<file path="config.mk">
export PLATFORM = sky130hd
export DESIGN_NAME = ram_stream_reader
export DESIGN_NICKNAME = d
export VERILOG_FILES = /design/src/rtl/ram_stream_reader.sv
export SDC_FILE = /design/constraint.sdc
export NUM_CORES = 1
export LEC_CHECK = 0
export ABC_AREA = 0
export CORE_MARGIN = 1
export CORE_UTILIZATION = 50
export CTS_CLUSTER_DIAMETER = 30
export DETAILED_ROUTE_END_ITERATION = 16
export GPL_TIMING_DRIVEN = 0
export PLACE_DENSITY = 0.72
export SLEW_MARGIN = 20
export SYNTH_ARGS = -nofsm -noshare
export SYNTH_HDL_FRONTEND = slang
export SYNTH_SLANG_ARGS = --single-unit
</file>
<file path="constraint.sdc">
create_clock -name clk_i -period 4.35 [get_ports clk_i]
set_input_delay 0.87 -clock clk_i [delete_from_list [all_inputs] [get_ports clk_i]]
set_output_delay 0.87 -clock clk_i [all_outputs]
set_load 0.05 [all_outputs]
</file>
<file path="src/rtl/ram_stream_reader.sv">
// ram_stream_reader: walks a contiguous block of a synchronous RAM from a
// base address, hides the RAM's 1-cycle read latency and re-emits the words
// as a valid/ready stream through a 4-entry shift-register FIFO whose entry 0
// is the output register.
// Optional build macro: RAM_RD_STRIDE_EN adds a stride_i port; the address then
// advances by the captured stride per issued read instead of by one.
module ram_stream_reader #(
  parameter int DATA_WIDTH = 16,
  parameter int ADDR_WIDTH = 8,
  parameter int FIFO_DEPTH = 4
) (
  input  logic                  clk_i,
  input  logic                  rst_i,
  input  logic                  start_i,
  input  logic [ADDR_WIDTH-1:0] base_addr_i,
  input  logic [ADDR_WIDTH:0]   length_i,
`ifdef RAM_RD_STRIDE_EN
  input  logic [ADDR_WIDTH-1:0] stride_i,
`endif
  output logic                  busy_o,
  output logic                  done_o,
  output logic [ADDR_WIDTH-1:0] ram_addr_o,
  output logic                  ram_we_o,
  input  logic [DATA_WIDTH-1:0] ram_q_i,
  output logic [DATA_WIDTH-1:0] m_data_o,
  output logic                  m_valid_o,
  input  logic                  m_ready_i,
  output logic                  m_last_o
);

  typedef logic [ADDR_WIDTH:0]   len_t;
  typedef logic [ADDR_WIDTH-1:0] addr_t;
  typedef enum logic [1:0] {S_IDLE, S_ZERO, S_RUN, S_DRAIN} state_e;

  localparam addr_t ADDR_ONE = {{(ADDR_WIDTH-1){1'b0}}, 1'b1};
  localparam len_t  LEN_ONE  = {{ADDR_WIDTH{1'b0}}, 1'b1};
  localparam len_t  LEN_ZERO = {(ADDR_WIDTH+1){1'b0}};

  // Control state
  state_e state_q, state_d;
  logic   busy_q, busy_d;
  logic   done_q, done_d;
  addr_t  ram_addr_q, ram_addr_d;
  addr_t  addr_q, addr_d;           // next address to issue
  len_t   len_q, len_d;
  len_t   issued_q, issued_d;
  // Read pipeline tags: tag1 = address on RAM port, tag2 = data on ram_q_i
  logic   tag1_q, tag1_d, tag1_last_q, tag1_last_d;
  logic   tag2_q, tag2_d, tag2_last_q, tag2_last_d;

  // FIFO state; entry 0 drives the stream outputs directly
  logic [DATA_WIDTH-1:0] data_q [FIFO_DEPTH];
  logic [DATA_WIDTH-1:0] data_d [FIFO_DEPTH];
  logic                  last_q [FIFO_DEPTH];
  logic                  last_d [FIFO_DEPTH];
  logic [2:0]            cnt_q, cnt_d;
  logic                  vld_q, vld_d;

  logic       pop_s;
  logic       push_s;
  logic [3:0] occ_s;
  logic [2:0] wr_full_s;
  logic [1:0] wr_idx_s;
  addr_t      start_step_s;
  addr_t      run_step_s;

`ifdef RAM_RD_STRIDE_EN
  addr_t stride_q, stride_d;
  assign start_step_s = stride_i;
  assign run_step_s   = stride_q;
`else
  assign start_step_s = ADDR_ONE;
  assign run_step_s   = ADDR_ONE;
`endif

  assign pop_s  = vld_q & m_ready_i;
  assign push_s = tag2_q;
  // Occupancy counts words already stored plus words still in the RAM pipe
  assign occ_s  = {1'b0, cnt_q} + {3'b000, tag1_q} + {3'b000, tag2_q};

  assign busy_o     = busy_q;
  assign done_o     = done_q;
  assign ram_addr_o = ram_addr_q;
  assign ram_we_o   = 1'b0;
  assign m_data_o   = data_q[0];
  assign m_valid_o  = vld_q;
  assign m_last_o   = last_q[0];

  // Next-state logic for the command FSM, address generator and read tags
  always_comb begin
    state_d     = state_q;
    busy_d      = busy_q;
    done_d      = 1'b0;
    ram_addr_d  = ram_addr_q;
    addr_d      = addr_q;
    len_d       = len_q;
    issued_d    = issued_q;
    tag1_d      = 1'b0;
    tag1_last_d = 1'b0;
    tag2_d      = tag1_q;
    tag2_last_d = tag1_last_q;
`ifdef RAM_RD_STRIDE_EN
    stride_d    = stride_q;
`endif
    case (state_q)
      S_IDLE: begin
        if (start_i) begin
          len_d  = length_i;
          busy_d = 1'b1;
`ifdef RAM_RD_STRIDE_EN
          stride_d = stride_i;
`endif
          if (length_i == LEN_ZERO) begin
            issued_d = LEN_ZERO;
            state_d  = S_ZERO;
          end else begin
            // First read issues on the accepting edge so the address is out a cycle early
            ram_addr_d  = base_addr_i;
            addr_d      = base_addr_i + start_step_s;
            issued_d    = LEN_ONE;
            tag1_d      = 1'b1;
            tag1_last_d = (length_i == LEN_ONE);
            state_d     = (length_i == LEN_ONE) ? S_DRAIN : S_RUN;
          end
        end else begin
          state_d = S_IDLE;
        end
      end
      S_ZERO: begin
        busy_d  = 1'b0;
        done_d  = 1'b1;
        state_d = S_IDLE;
      end
      S_RUN: begin
        if ((issued_q < len_q) && (occ_s < 4'(FIFO_DEPTH))) begin
          ram_addr_d  = addr_q;
          addr_d      = addr_q + run_step_s;
          issued_d    = issued_q + LEN_ONE;
          tag1_d      = 1'b1;
          tag1_last_d = ((issued_q + LEN_ONE) == len_q);
          if ((issued_q + LEN_ONE) == len_q) begin
            state_d = S_DRAIN;
          end else begin
            state_d = S_RUN;
          end
        end else begin
          state_d = S_RUN;
        end
      end
      S_DRAIN: begin
        if (pop_s && last_q[0]) begin
          busy_d  = 1'b0;
          done_d  = 1'b1;
          state_d = S_IDLE;
        end else begin
          state_d = S_DRAIN;
        end
      end
      default: begin
        state_d = S_IDLE;
        busy_d  = 1'b0;
      end
    endcase
  end

  // Next-state logic for the shift-register FIFO: pop shifts down, push fills the first free slot
  always_comb begin
    for (int i = 0; i < FIFO_DEPTH; i++) begin
      data_d[i] = data_q[i];
      last_d[i] = last_q[i];
    end
    wr_full_s = cnt_q - {2'b00, pop_s};
    wr_idx_s  = wr_full_s[1:0];
    if (pop_s) begin
      for (int i = 0; i < FIFO_DEPTH - 1; i++) begin
        data_d[i] = data_q[i+1];
        // Slots beyond the occupancy may hold stale tags; never shift those into view
        if (cnt_q > 3'(i + 1)) begin
          last_d[i] = last_q[i+1];
        end else begin
          last_d[i] = 1'b0;
        end
      end
      last_d[FIFO_DEPTH-1] = 1'b0;
    end else begin
      last_d[FIFO_DEPTH-1] = last_q[FIFO_DEPTH-1];
    end
    if (push_s) begin
      data_d[wr_idx_s] = ram_q_i;
      last_d[wr_idx_s] = tag2_last_q;
    end else begin
      wr_idx_s = wr_full_s[1:0];
    end
    cnt_d = cnt_q + {2'b00, push_s} - {2'b00, pop_s};
    vld_d = (cnt_d != 3'd0);
  end

  // Control registers with synchronous reset
  always_ff @(posedge clk_i) begin
    if (rst_i) begin
      state_q     <= S_IDLE;
      busy_q      <= 1'b0;
      done_q      <= 1'b0;
      ram_addr_q  <= '0;
      addr_q      <= '0;
      len_q       <= '0;
      issued_q    <= '0;
      tag1_q      <= 1'b0;
      tag1_last_q <= 1'b0;
      tag2_q      <= 1'b0;
      tag2_last_q <= 1'b0;
`ifdef RAM_RD_STRIDE_EN
      stride_q    <= '0;
`endif
    end else begin
      state_q     <= state_d;
      busy_q      <= busy_d;
      done_q      <= done_d;
      ram_addr_q  <= ram_addr_d;
      addr_q      <= addr_d;
      len_q       <= len_d;
      issued_q    <= issued_d;
      tag1_q      <= tag1_d;
      tag1_last_q <= tag1_last_d;
      tag2_q      <= tag2_d;
      tag2_last_q <= tag2_last_d;
`ifdef RAM_RD_STRIDE_EN
      stride_q    <= stride_d;
`endif
    end
  end

  // FIFO registers with synchronous reset
  always_ff @(posedge clk_i) begin
    if (rst_i) begin
      for (int i = 0; i < FIFO_DEPTH; i++) begin
        data_q[i] <= '0;
        last_q[i] <= 1'b0;
      end
      cnt_q <= 3'd0;
      vld_q <= 1'b0;
    end else begin
      for (int i = 0; i < FIFO_DEPTH; i++) begin
        data_q[i] <= data_d[i];
        last_q[i] <= last_d[i];
      end
      cnt_q <= cnt_d;
      vld_q <= vld_d;
    end
  end

endmodule
</file>
==> impl_metrics.tcl, run 1 <==
set metrics [dict create \
    die_h_um 107 \
    ys_async_sr_fraction 0 \
    final_util 0.657 \
    cp.arrival_ns 3.69 \
    cpPeakStageDelay_ns 0.69 \
    synthCells 705 \
    vias 5436 \
    layout_common_cells "nand2_1, dfxtp_1, nor2_1, clkdlybuf4s50_1, a311oi_1" \
    overflow 0 \
    internal_power_mw 2.35 \
    wirelength_um 15200 \
    power.total_mw 3.47 \
    multi_input_area_um2 2940 \
    drt-pass1-iter-count 6 \
    viasPerCell 5.81 \
    netSwitchingPower_mw 1.13 \
    port_buffers 63 \
    nets 844 \
    cp-end-kind "register" \
    leakagePower_nw 2.44 \
    synth_cell_type_count 51 \
    cts_tree "built" \
    p_seq_frac 0.353 \
    start_kind "input pin" \
    max_freq_mhz 308 \
    peakVddDrop_v 0.000311 \
    antenna_cells 0 \
    fin_crit_ns 3.25 \
    avgRoutedWirePerCell_um 16.2 \
    slew_viol_final 0 \
    cp_top_family "buffers and inverters" \
    antenna_left 0 \
    grt_pass1_wl_um 24900 \
    row_count 37 \
    tns_ns 0 \
    n_fill_cell 928 \
    yosys_warnings 0 \
    numCtsBuffers 17 \
    fin_crit_sh 0.746 \
    whs_path_depth 1 \
    start_util 0.524 \
    syn_area_um2 5480 \
    core_area_um2 10500 \
    grt_usage 0.277 \
    syn-mean-instance-area_um2 7.77 \
    crit_type "input pin to register" \
    dr.first_iter.drc_count 262 \
    switching_share 0.324 \
    cts.path.max_buffers 2 \
    ys_seq_elements 114 \
    setup_slack_ns 1.10 \
    mostFrequentLayoutCell "nand2_1" \
    dp_hpwl_um 10900 \
    crit_fanout 11 \
    worst_hold_path_type "register to register" \
    antenna_found_initial 0 \
    cts_resized 0 \
    die_w_um 107 \
    power.density_nw_per_um2 505 \
    areaGrowthSynthToFinish_pct 25.5 \
    clk_pin_slew_ns 0.06 \
    gp_congestion 0.933 \
    cp.required_ns 4.79 \
    synth_ff_type "dfxtp_1" \
    synth_nets 762 \
    grt_pass1_vias 5227 \
    worst_pin_slew_ns 0.823 \
    p_clk_frac 0.401 \
    htree_levels 4 \
    cp.depth 9 \
    drc 0 \
    cts-root-buf "clkbuf_8" \
    max_slew_margin 0.447 \
    reg2reg_slack_ns 1.21 \
    cp_slowest_cell "nor3_1" \
    io_pins 66 \
    crit_chain "clkdlybuf4s50_1 > nand2_1 > inv_2 > clkbuf_1 > ha_1 > nor3_1 > clkbuf_1 > nand2_1 > a21oi_1" \
    maxCapViolCount 0 \
    drive_above_1_share 0.0551 \
    status "complete, no violations" \
    seq_area_frac_synth 0.417 \
    setup-violations-final 0 \
    critPathBufInv 4 \
    hold_buffers 0 \
    rsz0062_at_grt "no" \
    post_cts_buffers 0 \
    pre_cts_ws_ns 0.483 \
    finalHoldViolCount 0 \
    grt_max_degree 17 \
    fp.dieArea_um2 11400 \
    fin_skew_ns 0.00735 \
    comb_power_share 0.246 \
    worstSkewPairLatency_ns 0.52 \
    seq_area_um2 2280 \
    synth_edf_count 0 \
    rr_worst_depth 10 \
    clock-sinks 114 \
]
==> worst reg2reg max path, delay by kind of cell, from the launching register on <==
kind / cells / cell delay, ns
buffers and inverters: 3 / 1.21
AO/OA/AOI/OAI: 2 / 0.43
flip-flops: 1 / 0.31
adder cells (fa/ha/maj): 1 / 0.25
AND/OR/NAND/NOR: 4 / 0.86
==> metal layers <==
layer | wire length [µm] | vias up | track usage
met5 | 0 | - | 0
met4 | 287 | 0 | 0.0930
met3 | 1030 | 30 | 0.0596
met2 | 7540 | 229 | 0.498
met1 | 6330 | 2525 | 0.325
li1 | - | 2652 | -
==> final cells by class <==
cell class,instances,area share
plain buffers,48,0.0277
clock buffers,21,0.0668
clock inverters,10,0.0193
inverters,20,0.0109
multi-input cells,523,0.427
flip-flops and latches,114,0.332
well taps,136,0.0247
repair buffers,63,0.0917
==> path summary, 6_finish.rpt <==
check              start           to
max reg2reg   state_q[0]    addr_q[4]
max            m_ready_i     register
min          tag1_last_q  tag2_last_q
min reg2reg  tag1_last_q  tag2_last_q
==> cell families (layout without fill, tap and decap cells) <==
logic type / after synthesis / in the layout / synth area share
AND/OR/NAND/NOR: 328 / 328 / 0.253
AO/OA/AOI/OAI: 155 / 155 / 0.202
flip-flops: 114 / 114 / 0.417
buffers and inverters: 68 / 162 / 0.0484
adder cells (fa/ha/maj): 20 / 20 / 0.0470
XOR/XNOR: 13 / 13 / 0.0208
multiplexers: 6 / 6 / 0.0116
other: 1 / 1 / 0.000684
==> cells in the mapped netlist, types with 3 or more instances <==
master    instances  area share
a211oi_1          9       0.012
a21oi_1          44       0.040
a311oi_1         60       0.096
a31oi_1          12       0.014
and3_1            9       0.010
buf_1             4      0.0027
clkbuf_1         40       0.027
dfxtp_1         114        0.42
ha_1             19       0.043
inv_1            17       0.012
inv_2             3      0.0021
mux2_2            3      0.0062
mux2i_1           3      0.0055
nand2_1         188        0.13
nand2b_1          5      0.0057
nand3_1          10      0.0091
nand4_1           4      0.0046
nor2_1           78       0.053
nor2b_1           3      0.0034
nor3_1           11       0.010
nor3b_1           3      0.0041
nor4_1            4      0.0046
o21ai_0          11       0.010
o31ai_1           3      0.0041
xnor2_1           7       0.011
xor2_1            6      0.0096
==> through the flow <==
stage | std cells | instance area, µm² | hold WS (ns)
after detailed placement | 904 | 6280 | 0.447
after CTS | 935 | 6870 | 0.453
final | 935 | 6880 | 0.453
after global routing | 935 | 6880 | 0.472
after global placement | 904 | 6280 | 0.427
after floorplan | 705 | 5480 | 0.414
==> power by group through the flow <==
stage | Sequential, mW | Clock, mW | Combinational [mW]
after floorplan | 1.38 | 0 | 0.437
after global placement | 1.24 | 0 | 0.824
after detailed placement | 1.25 | 0 | 0.842
after CTS | 1.23 | 1.39 | 0.850
after global routing | 1.24 | 1.45 | 0.930
final | 1.23 | 1.39 | 0.854
Note: power is estimated with default switching activity, not from simulation.
==> inputs of run 2 (changes only) <==
clock period = 3.02 ns   (was 4.35 ns; I/O delays follow)
==> run 2 against run 1 <==
Routed wire length down 0.76%. Largest cell class unchanged. Clock skew barely moved. Largest power group unchanged. Worst setup slack got worse by 0.88 ns. Clock power is 43% higher. Global-route usage about the same.
==> impl_metrics.tcl, run 2 (synthesis gave the netlist of run 1 again) <==
set metrics [dict create \
    status "complete, no violations" \
    cp-end-kind "register" \
    setup-violations-final 0 \
    critPathLaunch "cnt_q[1]" \
    max_slew_margin 0.507 \
    antenna_cells 0 \
    areaGrowthSynthToFinish_pct 25.5 \
    power.total_mw 4.99 \
    worstSkewPairLatency_ns 0.51 \
    slew_viol_final 0 \
    dp_hpwl_um 10900 \
    crit_fanout 6 \
    wirelength_um 15100 \
    row_count 37 \
    worst_hold_path_type "register to register" \
    start_util 0.524 \
    final_area_um2 6880 \
    numCtsBuffers 17 \
    io_pins 66 \
    start_kind "register" \
    grt_pass1_wl_um 24900 \
    drt-pass1-iter-count 5 \
    crit_chain "buf_4 > inv_2 > or4_1 > a2111o_1 > o21a_1 > or4b_1 > a41oi_2" \
    top_layer "met4" \
    port_buffers 63 \
    met3_length_um 992 \
    max_freq_mhz 358 \
    grt_usage 0.277 \
    die_h_um 107 \
    leakagePower_nw 2.44 \
    route.met2.wl_um 7520 \
    antenna_left 0 \
    fin_skew_ns 0.00703 \
    power.density_nw_per_um2 726 \
    dr.first_iter.drc_count 253 \
    n_fill_cell 925 \
    wl_met1_um 6310 \
    cpPeakStageDelay_ns 0.54 \
    grt_max_degree 17 \
    grt_pass1_vias 5218 \
    vias 5387 \
    clk_pin_slew_ns 0.06 \
    hp-start "tag1_last_q" \
    finalHoldViolCount 0 \
    mostFrequentLayoutCell "nand2_1" \
    cp.required_ns 3.45 \
    core_area_um2 10500 \
    reg2reg_from "cnt_q[1]" \
    layout_common_cells "nand2_1, dfxtp_1, nor2_1, clkdlybuf4s50_1, a311oi_1" \
    nets 842 \
    crit_type "register to register" \
    fin_crit_ns 2.80 \
    drc 0 \
    maxCapViolCount 0 \
    antenna_found_initial 0 \
    overflow 0 \
    gp_congestion 0.933 \
    dpl_cell_area_um2 6280 \
    htree_levels 4 \
    fin_crit_sh 0.926 \
    clock-sinks 114 \
    cts_tree "built" \
    viasPerCell 5.77 \
    cts.path.max_buffers 2 \
    die_w_um 107 \
    avgRoutedWirePerCell_um 16.2 \
    rsz0062_at_grt "no" \
    drive_above_1_share 0.0577 \
    peakVddDrop_v 0.000449 \
    fp.dieArea_um2 11400 \
    worst_pin_slew_ns 0.739 \
    cp_slowest_cell "or4b_1" \
    cts-root-buf "clkbuf_8" \
    cp.arrival_ns 3.23 \
]
-- run 2: cell count changes in the layout (fill, tap and decap cells not counted), sizes merged --
cell	change
clkbuf	-2
-- run 2: routing by layer --
metal,up-vias,track usage
li1,2653,-
met1,2498,0.325
met2,211,0.497
met3,25,0.0596
met4,0,0.0930
met5,-,0
-- run 2: report_power, final --
part	total (mW)	internal (mW)	switching (mW)	leakage, nW
registers	1.77	1.66	0.109	0.927
logic	1.23	0.409	0.821	1.22
clock network	1.99	1.31	0.682	0.297
-- run 2: worst paths after layout --
check / to / cells past startpoint / slack (ns)
max reg2reg: addr_q[4] / 7 / 0.22
min: tag2_last_q / 1 / 0.45
max: addr_q[4] / 7 / 0.22
min reg2reg: tag2_last_q / 1 / 0.45
-- run 2: worst max-delay path, delay by kind of cell (launching register included) --
family	cells	cell delay, ns
buffers and inverters	2	0.25
and+or+nand+nor	2	1.01
DFF	1	0.42
AOI/OAI and AO/OA	3	1.03
-- run 2: cell type report --
| cell class | instances | area (µm²) | area share |
|---|---|---|---|
| Sequential cell | 114 | 2280 | 0.332 |
| Buffer | 46 | 184 | 0.0268 |
| Tap cell | 136 | 170 | 0.0247 |
| Clock inverter | 10 | 133 | 0.0193 |
| Clock buffer | 21 | 459 | 0.0668 |
| Multi-Input combinational cell | 523 | 2940 | 0.428 |
| Inverter | 20 | 75.1 | 0.0109 |
| Timing Repair Buffer | 63 | 631 | 0.0917 |
-- run 2: what timing repair did --
action	CTS	global route
buffers inserted	0	0
gates resized for setup	2	1
hold endpoints to repair	0	0
hold buffers	0	0
setup endpoints to repair	2	12
pin swaps	0	0
-- run 2: metrics by stage --
stage / instances / setup WS [ns] / setup TNS [ns] / util / hold WS [ns]
detailed placement: 904 / -0.581 / -19.04 / 0.600 / 0.447
CTS: 935 / 0.000447 / 0 / 0.657 / 0.453
global route: 933 / 0.0609 / 0 / 0.657 / 0.472
finish: 933 / 0.223 / 0 / 0.657 / 0.452
floorplan: 705 / 0.467 / 0 / - / 0.414
global placement: 904 / -0.517 / -15.55 / 0.600 / 0.427
